`config.mk`:
```
export PLATFORM = sky130hd
export DESIGN_NAME = fsm_steer
export DESIGN_NICKNAME = d
export VERILOG_FILES = /design/src/rtl/fsm_steer.sv
export SDC_FILE = /design/constraint.sdc
export NUM_CORES = 1
export LEC_CHECK = 0
export ABC_AREA = 1
export CAP_MARGIN = 20
export CORE_MARGIN = 2
export CORE_UTILIZATION = 53
export DETAILED_ROUTE_END_ITERATION = 6
export PLACE_DENSITY = 0.82
export SETUP_SLACK_MARGIN = 0.05
export SLEW_MARGIN = 10
export SYNTH_ARGS = -nofsm -noshare
export SYNTH_HDL_FRONTEND = slang
export SYNTH_SLANG_ARGS = --single-unit
export TNS_END_PERCENT = 50
```
`constraint.sdc`:
```
create_clock -name clk -period 1.8 [get_ports clk]
set_input_delay 0.27 -clock clk [delete_from_list [all_inputs] [get_ports clk]]
set_output_delay 0.27 -clock clk [all_outputs]
set_load 0.01 [all_outputs]
```
`src/rtl/fsm_steer.sv`:
```
// Input-side steering driver for the 8-state, 2-bit-input FSM family.
// Issues shortest-path input symbols toward a requested state and lockstep-checks the driven FSM.
module fsm_steer #(
  parameter int         MAX_STEPS = 7,
  parameter logic [2:0] S7_CODE   = 3'd3
) (
  input  logic       clk,
  input  logic       reset,
  input  logic       req_valid,
  output logic       req_ready,
  input  logic [2:0] req_target,
  output logic [1:0] a_out,
  output logic       step_en,
  input  logic [2:0] s_obs,
  output logic       done,
  output logic [3:0] steps,
  output logic       err
);

  typedef enum logic [1:0] {IDLE, STEER, DONE} state_t;

  state_t     state, state_nxt;
  logic [2:0] model, target, succ;
  logic       hit, abort, mismatch;

  // Transition table of the driven FSM, indexed [state][symbol].
  function automatic logic [2:0] succ_f(input logic [2:0] m, input logic [1:0] a);
    logic [3:0][2:0] row;
    case (m)
      3'd0:    row = {3'd5, 3'd1, 3'd3, 3'd1};
      3'd1:    row = {3'd5, 3'd7, 3'd3, 3'd2};
      3'd2:    row = {3'd5, 3'd3, 3'd4, 3'd0};
      3'd3:    row = {3'd5, 3'd1, 3'd2, 3'd0};
      3'd4:    row = {3'd5, 3'd1, 3'd3, 3'd0};
      3'd5:    row = {3'd6, 3'd1, 3'd3, 3'd0};
      3'd6:    row = {3'd7, 3'd1, 3'd3, 3'd0};
      default: row = {3'd5, 3'd2, 3'd3, 3'd0};
    endcase
    return row[a];
  endfunction

  // First symbol on a shortest path [state][target]; ties resolved to the lowest symbol.
  function automatic logic [1:0] hop_f(input logic [2:0] m, input logic [2:0] t);
    logic [7:0][1:0] row;
    case (m)
      3'd0:    row = {2'd0, 2'd3, 2'd3, 2'd0, 2'd1, 2'd0, 2'd0, 2'd1};
      3'd1:    row = {2'd2, 2'd3, 2'd3, 2'd0, 2'd1, 2'd0, 2'd1, 2'd0};
      3'd2:    row = {2'd0, 2'd3, 2'd3, 2'd1, 2'd2, 2'd2, 2'd0, 2'd0};
      3'd3:    row = {2'd2, 2'd3, 2'd3, 2'd1, 2'd0, 2'd1, 2'd2, 2'd0};
      3'd4:    row = {2'd2, 2'd3, 2'd3, 2'd1, 2'd1, 2'd1, 2'd2, 2'd0};
      3'd5:    row = {2'd2, 2'd3, 2'd0, 2'd1, 2'd1, 2'd1, 2'd2, 2'd0};
      3'd6:    row = {2'd3, 2'd0, 2'd0, 2'd1, 2'd1, 2'd1, 2'd2, 2'd0};
      default: row = {2'd0, 2'd3, 2'd3, 2'd2, 2'd1, 2'd2, 2'd0, 2'd0};
    endcase
    return row[t];
  endfunction

  function automatic logic [2:0] f_obs(input logic [2:0] m);
    return (m == 3'd7) ? S7_CODE : m;
  endfunction

  assign succ     = succ_f(model, a_out);
  assign hit      = (succ == target);
  assign abort    = ((steps + 4'd1) == 4'(MAX_STEPS));
  assign mismatch = (s_obs != f_obs(model));

  always_comb begin
    state_nxt = state;
    req_ready = 1'b0;
    step_en   = 1'b0;
    a_out     = 2'd0;
    done      = 1'b0;
    case (state)
      IDLE: begin
        req_ready = 1'b1;
        if (req_valid) state_nxt = (req_target == model) ? DONE : STEER;
      end
      STEER: begin
        step_en = 1'b1;
        a_out   = hop_f(model, target);
        if (hit || abort) state_nxt = DONE;
      end
      DONE: begin
        done      = 1'b1;
        state_nxt = IDLE;
      end
      default: state_nxt = IDLE;
    endcase
  end

  always_ff @(posedge clk) begin
    if (!reset) begin
      state  <= IDLE;
      model  <= 3'd0;
      target <= 3'd0;
      steps  <= 4'd0;
      err    <= 1'b0;
    end else begin
      state <= state_nxt;
      if (mismatch) err <= 1'b1;
      case (state)
        IDLE: if (req_valid) begin
          target <= req_target;
          steps  <= 4'd0;
        end
        STEER: begin
          model <= succ;
          steps <= steps + 4'd1;
          // Success on the final permitted step is not an abort.
          if (!hit && abort) err <= 1'b1;
        end
        default: ;
      endcase
    end
  end

endmodule

```
Yosys cells after proc, flatten, opt, wreduce, memory -nomap -nowiden
Cells that the tools add are included.
Widths: inputs -> output; s select.

storage, ports and cells
  logic and storage cells = 53
  flip-flop bits (word level) = 13
  output and inout bits = 10
  bits of input ports = 9

operators by class
  add/sub/neg operators = 1
  muxes and demuxes = 21
  reduce and logical (&&, ||, !) cells = 9
  order comparisons = 2
  eq/ne operators = 15

operator list
  operator             number
  $pmux 16 s7          1
  $pmux 11 s7          1
  $mux 16              1
  $eq 3x3->1 const B   4
  $mux 2               5
  $pmux 4 s2           1
  $bmux 2 s3           1
  $bmux 3 s2           1
  $eq 3x2->1 const B   2
  $eq 3x3->1           2
  $mux 1               6
  $mux 3               2
  $reduce_and 2->1     3
  $add 4x1->4 const B  1
  $eq 4x3->1 const B   1
  $lt 3x4->1 const B   1
  $mux 4               1
  $ne 2x2->1 const B   2
  $pmux 2 s2           1
  $eq 3x1->1 const B   1
  $logic_not 3->1      1
  $lt 2x3->1 const B   1
  $ne 3x3->1           1
  $eq 2x1->1 const B   1
  other kinds (6)      6

Depth between registers and ports, before layout
Gate-level depths: netlist of the first run.

  depth in word-level cells = 13
  depth in mapped cells = 19
  mapped depth without buffers = 18

Least setup slack after synthesis of the first run
OpenSTA, ideal clock, no wires.

  kind = register -> register
  from = register model[2]
  to = register state[1]
  setup time = 0.110 ns
  data arrival time = 1.524 ns
  buffers on the path = 1
  data required time = 1.690 ns
  path slack = 0.166 ns
  cell stages (with the launch flop) = 17
  clock period less this slack = 1.634 ns
  cell sequence = dfxtp_1 > buf_6 > inv_6 > nor2_4 > inv_2 > nand2_1 > nand3_1 > nand3_2 > nand3_2 > clkinv_2 > nand3_2 > nand2_2 > a21oi_2 > nand3_2 > nand3_2 > nand3_1 > inv_1

between the ends
  cells in the longest elaborated chain, start to end = 12
  elaborated cells between the ends (all ways) = 23
  classes of those cells = 9 x eq/ne; 11 x mux; 3 x reduce/logical

RTL lines
  item                                RTL line  text
  start: declaration                  23        logic [2:0] model, target, succ;
  start signal: assignment            107       model <= succ;
  $eq 3x3->1 (tied with other cells)  45        case (m)
  $pmux 16 s7 (*)                     45
  $mux 16 (*)                         73        case (state)
  $bmux 2 s3 (*)                      55        return row[t];
  $mux 2 (not written as such) (*)    55
  $mux 2 (*)                          73
  net a_out[1]                        12        output logic [1:0] a_out,
  $bmux 3 s2 (*)                      39        return row[a];
  $mux 3 (not written as such) (*)    39
  $eq 3x3->1 (*)                      63        assign hit = (succ == target);
  $logic_or 1x1->1 (*)                81        if (hit || abort) state_nxt = DONE;
  $ne 2x2->1 (no line) (*)            n/a
  $reduce_and 2->1 (no line) (*)      n/a
  end signal: assignment              99        state <= state_nxt;
  end: declaration                    22        state_t state, state_nxt;

Mark *: on every way through the listed nets, which the timed path passes. The rest lies on a longest branch. The select of a mux whose other input is x is not followed.
A chain may end at the register's enable or synchronous reset.

Worst setup path in the final report of the first run
  from = register model[0]
  to = register state[1]

between the ends
  cells in the longest elaborated chain, start to end = 12
  elaborated cells between the ends (all ways) = 23
  classes of those cells = 9 x eq/ne; 11 x mux; 3 x reduce/logical

RTL lines
  item                                RTL line
  $eq 3x3->1 (tied with other cells)  29, 45
  $pmux 16 s7                         45
  $mux 16                             73
  $bmux 2 s3                          55
  $mux 2 (not written as such)        55
  $mux 2                              73
  $bmux 3 s2                          39
  $mux 3 (not written as such)        39
  $eq 3x3->1                          63
  $logic_or 1x1->1                    81
  $ne 2x2->1 (no line)                n/a
  $reduce_and 2->1 (no line)          n/a

Parallel ways exist; a longest one is shown, timed or not. The select of a mux whose other input is x is not followed.

==> impl_metrics.ini, run 1 <==
[run_status]
status = finished, violations left
violations = negative setup slack

[sta]
setup_viol = 8
clock-skew-final_ns = 0.005147
slew_viol_final = 0
rsz0062_at_grt = true
worst_pin_slew_ns = 0.3431
holdWs_ns = 0.5022
final.setup.worst_slack_ns = -0.1946
max_freq_mhz = 501.3
finalCriticalPeriod_ns = 1.995
finalHoldViolations = 0
period_share_pct = 110.8
relSlewSlack_pct = 76.92

[yosys]
synth_nets = 171
yosysSeqAreaShare_pct = 22.32
synth.avg_cell_area_um2 = 7.288
ys_seq_elements = 13
yosysWarnings = 0
syn_area_mm2 = 0.001166
synth_cell_type_count = 31
syn-instance-count = 160

[routing]
vias = 1338
top_layer_used = met4
dr_wl_met3_um = 225
m1WireLength_um = 1407
wire_per_inst_um = 16.27
dr.first_iter.drc_count = 56
route.met2.wl_um = 1903
drc = 0
dr.pass1.iters = 5
viasPerCell = 5.767
ant_nets = 0
totalWireLength_um = 3775

[place]
placed_cells = 222
hpwl_um = 2420
io_buffers = 18
gp_congestion = 0.9844
placed_area_mm2 = 0.001534

[grt]
grt_pass1_wl_um = 6299
grt_max_degree = 15
overflow = 0
global_route.usage.total_pct = 32.61
antenna_found_initial = 0
first_global_vias = 1360

[clocking]
htree_levels = 1
numCtsBuffers = 3
cts.clk_slew.worst_paths_ns = 0.08
cts.path.max_buffers = 2
clkLatencyLatePin_ns = 0.28
clockRootBuffer = clkbuf_4
cts_tree = built
clock-sinks = 13

[layout]
postLayoutCellArea_mm2 = 0.001712
final_cells = 232
layout-drive-gt1-share_pct = 41.95
area_growth_pct = 46.78
nNetsFinal = 217
antenna_cells = 0
final_cell_mix = 23 x nand2_1, 23 x buf_4, 16 x inv_1, 16 x clkdlybuf4s50_1, 15 x nand3_2

[floorplanning]
num_rows = 16
die_w_um = 50.91
core_mm2 = 0.002022
die_y_um = 50.91
ios = 19
initial_core_util_pct = 57.67
die_area_mm2 = 0.002591

[setup_path]
worstPathArrival_ns = 2.23
critPathKind = flop to flop
slowest_delay_ns = 0.34
crit_chain = buf_12 > inv_12 > nand4_1 > nand3_1 > nand2_1 > inv_1 > nand2_2 > buf_6 > nand4_1 > nand3_2 > nand2_2 > a21oi_2 > nand3_2 > nand3_2 > nand3_2 > inv_1
crit_path_frequent_cell = nand3_2
end_kind = flop
cp-start-kind = flop
ff2ff_setup_slack_ns = -0.19
crit_required_ns = 2.03
critPathMaxFanout = 7
cpMaxStageDelayCell = dfxtp_2

[pwr]
power.leakage_nw = 0.7831
p_int_mw = 0.8080
pwr-share-clk_pct = 12.7
power_per_cell_area_mw_per_mm2 = 836.1
switching_share_pct = 43.54
pwr-share-seq_pct = 25.5
power_frac_comb_pct = 61.8
p_switching_mw = 0.6231
vdd_drop_max_uv = 712.4

[worst_hold_path]
hp-class = flop to flop

[run]
maxCapViolations = 0
==> state kept, by name, indices dropped and copies added, names as in the netlist <==
signal	flops
state	2
model	3
err	1
target	3
steps	4
==> metrics by stage <==
| step | TNS, ns | utilization [%] | worst slack [ns] | power [mW] |
|---|---|---|---|---|
| 2_1_floorplan | 0 | - | 0.1657 | 0.8055 |
| 3_3_place_gp | -0.2392 | 75.87 | -0.05300 | 1.066 |
| 3_5_place_dp | -0.6410 | 75.87 | -0.1330 | 1.099 |
| 4_1_cts | -0.2858 | 83.60 | -0.08413 | 1.378 |
| 5_1_grt | -1.744 | 84.65 | -0.2965 | 1.506 |
| 6_report | -0.9093 | 84.65 | -0.1946 | 1.431 |
==> layout make-up <==
cell class | count | area [um^2]
Clock buffer | 4 | 26.28
Inverter | 25 | 125.1
Multi-Input combinational cell | 117 | 823.3
Tap cell | 27 | 33.78
Sequential cell | 13 | 265.3
Fill cell | 125 | 310.3
Timing Repair Buffer | 46 | 437.9
==> path summary, 6_finish.rpt <==
check            from        to  cells past startpoint
max          model[0]  state[1]                     16
min          steps[3]  steps[3]                      2
max reg2reg  model[0]  state[1]                     16
min reg2reg  steps[3]  steps[3]                      2
==> cell families after synthesis <==
family	count (synthesis)	share of synthesized area, %
AOI/OAI and AO/OA	21	9.765
xor gates and xnor gates	8	6.009
adders and majority gates	2	2.146
buffers and inverters	30	13.41
DFF	13	22.32
and+or+nand+nor	86	46.35
==> routing by layer <==
metal / up-vias / GRT usage [%]
met5: - / 0
met4: 0 / 21.62
met3: 30 / 4.971
met2: 81 / 56.28
met1: 604 / 36.82
li1: 623 / -
==> power groups by stage <==
stage	combinational (mW)	sequential, mW	clock [mW]
6_report	0.884	0.365	0.182
3_3_place_gp	0.703	0.363	0
5_1_grt	0.943	0.369	0.194
4_1_cts	0.835	0.363	0.180
3_5_place_dp	0.733	0.366	0
2_1_floorplan	0.450	0.356	0
==> worst max-delay path, delay by kind of cell, from the launching register on <==
family | cells | cell delay (ns)
simple gates | 10 | 1.06
buf+inv | 5 | 0.42
compound gates | 1 | 0.14
flops | 1 | 0.34
==> synthesized netlist by cell type <==
library cell | number | area [um^2]
xor2_1 | 3 | 26.28
inv_4 | 1 | 6.260
buf_4 | 2 | 15.01
nor2_8 | 2 | 40.04
xnor2_1 | 5 | 43.79
a211oi_1 | 1 | 7.510
nand4_2 | 1 | 12.51
or2_2 | 2 | 12.51
nand3_1 | 20 | 100.1
nand2_1 | 25 | 93.84
inv_1 | 17 | 63.81
buf_6 | 3 | 33.78
o21ai_0 | 6 | 30.03
inv_6 | 2 | 17.52
clkinv_1 | 1 | 3.750
nor4_1 | 1 | 6.260
nand2_4 | 3 | 33.78
nor3_1 | 1 | 5.000
nor2_4 | 1 | 11.26
a21oi_1 | 12 | 60.06
a21oi_2 | 1 | 8.760
ha_1 | 2 | 25.02
o211ai_1 | 1 | 7.510
clkinv_2 | 1 | 5.000
nand2_2 | 8 | 50.05
nand3_2 | 8 | 80.08
nand4_1 | 6 | 37.54
dfxtp_1 | 13 | 260.3
nand3_4 | 2 | 35.03
nor2_1 | 6 | 22.52
inv_2 | 3 | 11.26
==> repair_timing <==
action / CTS / global route
setup endpoints to repair: 9 / 10
resized for setup: 35 / 4
hold endpoints to repair: 0 / 0
setup buffers: 5 / 1
hold buffers: 0 / 0
pin swaps: 11 / 5
gates cloned: 0 / 0
Note: power is estimated with default switching activity, not from simulation.
==> run 2: changes to the inputs <==
--- a/config.mk
+++ b/config.mk
@@ -12,6 +12,7 @@
 export DETAILED_ROUTE_END_ITERATION = 6
 export PLACE_DENSITY = 0.82
 export SETUP_SLACK_MARGIN = 0.05
+export SKIP_CTS_REPAIR_TIMING = 1
 export SLEW_MARGIN = 10
 export SYNTH_ARGS = -nofsm -noshare
 export SYNTH_HDL_FRONTEND = slang
==> impl_metrics.ini, run 2 (synthesized netlist as in run 1, its figures left out) <==
[floorplanning]
die_area_mm2 = 0.002591
die_y_um = 50.91
num_rows = 16
initial_core_util_pct = 57.67
die_w_um = 50.91
ios = 19
core_mm2 = 0.002022

[layout]
area_growth_pct = 38.63
largest_reg_flops = 4
final_cell_mix = 25 x nand2_1, 20 x buf_4, 18 x nand3_1
final_common_cell = nand2_1
layout-drive-gt1-share_pct = 35.32
antenna_cells = 0
top_regs = steps (4), model (3), target (3)
regMostFlops = steps
postLayoutCellArea_mm2 = 0.001617
nNetsFinal = 213

[clocking]
cts.path.max_buffers = 2
htree_levels = 1
numCtsBuffers = 3
clock-sinks = 13
clockRootBuffer = clkbuf_4
cts.clk_slew.worst_paths_ns = 0.08
clkLatencyLatePin_ns = 0.28
cts_tree = built

[setup_path]
path_buf_inv = 4
crit_path_frequent_cell = nand3_2
critPathMaxFanout = 8
crit_family = simple AND/OR/NAND/NOR gates
slowest_delay_ns = 0.34
worstPathArrival_ns = 2.19
cpMaxStageDelayCell = dfxtp_2
crit_required_ns = 1.98
end_kind = flop
cp-start-kind = flop
critPathKind = flop to flop
crit_chain = buf_12 > nand2_4 > nor2_4 > inv_2 > nand2_1 > nand3_1 > nand3_2 > nand3_2 > buf_4 > nand3_1 > nand2_2 > nand2_1 > nand2_1 > nand3_2 > nand3_2 > nand3_2 > inv_1
ff2ff_setup_slack_ns = -0.21

[routing]
dr.first_iter.drc_count = 39
wire_per_inst_um = 14.71
drc = 0
dr.pass1.iters = 4
totalWireLength_um = 3353
vias = 1269
ant_nets = 0
viasPerCell = 5.566

[sta]
rsz0062_at_grt = true
setup_viol = 9
relSlewSlack_pct = 79.57
worst_pin_slew_ns = 0.3036
clock-skew-final_ns = 0.003627
slew_viol_final = 0
final.setup.worst_slack_ns = -0.2087
period_share_pct = 111.6
finalHoldViolations = 0
max_freq_mhz = 497.8
holdWs_ns = 0.5002
finalCriticalPeriod_ns = 2.009

[grt]
grt_pass1_wl_um = 5119
grt_max_degree = 15
overflow = 0
global_route.usage.total_pct = 26.03
first_global_vias = 1215
antenna_found_initial = 0

[run]
maxCapViolations = 0

[run_status]
violations = negative setup slack
status = finished, violations left

[pwr]
power.leakage_nw = 0.7650
power.total_mw = 1.334
power_per_cell_area_mw_per_mm2 = 825.5
vdd_drop_max_uv = 698.9

[place]
gp_congestion = 0.9844
hpwl_um = 2420
placed_area_mm2 = 0.001534
io_buffers = 18

[worst_hold_path]
hp-class = flop to flop
run 2: final cells by class:
type	instances	area, um^2
clock buffer	4	26.28
fill	148	405.4
inverter	25	125.1
multi-input combinational	117	767.0
sequential	13	265.3
tap	27	33.78
timing repair buffer	42	399.1
run 2: final timing paths:
path                            startpoint        to  cells after the start
worst max-delay path              model[1]  state[1]                     17
worst max register to register    model[1]  state[1]                     17
worst min-delay path              steps[3]  steps[3]                      2
worst min register to register    steps[3]  steps[3]                      2
run 2: through the flow:
| stage | setup TNS [ns] | utilization (%) | instances | setup slack, ns |
|---|---|---|---|---|
| global placement | -0.2392 | 75.87 | 222 | -0.05300 |
| global route | -1.932 | 79.95 | 228 | -0.3222 |
| finish | -1.053 | 79.95 | 228 | -0.2087 |
| CTS | -1.359 | 77.17 | 226 | -0.4036 |
| floorplan | 0 | - | 160 | 0.1657 |
| detailed placement | -0.6410 | 75.87 | 222 | -0.1330 |
run 2: layer usage:
layer	track usage, %	vias to the layer above	wire [um]
met1	30.02	573	1225
met4	20.27	0	218
met3	3.509	24	186
met5	0	-	0
li1	-	615	-
met2	43.07	57	1722
run 2: power by group:
part	switching, mW	leakage, nW	internal, mW
combinational	0.432	0.642	0.358
sequential	0.0402	0.108	0.324
clock	0.0933	0.0150	0.0860
total	0.566	0.765	0.768
run 2: worst reg2reg max path, stage by stage (launching register included):
cell	delay [ns]
dfxtp_2	0.34
buf_12	0.14
nand2_4	0.09
nor2_4	0.12
inv_2	0.05
nand2_1	0.07
nand3_1	0.11
nand3_2	0.11
nand3_2	0.10
buf_4	0.17
nand3_1	0.11
nand2_2	0.07
nand2_1	0.05
nand2_1	0.08
nand3_2	0.10
nand3_2	0.08
nand3_2	0.08
inv_1	0.04
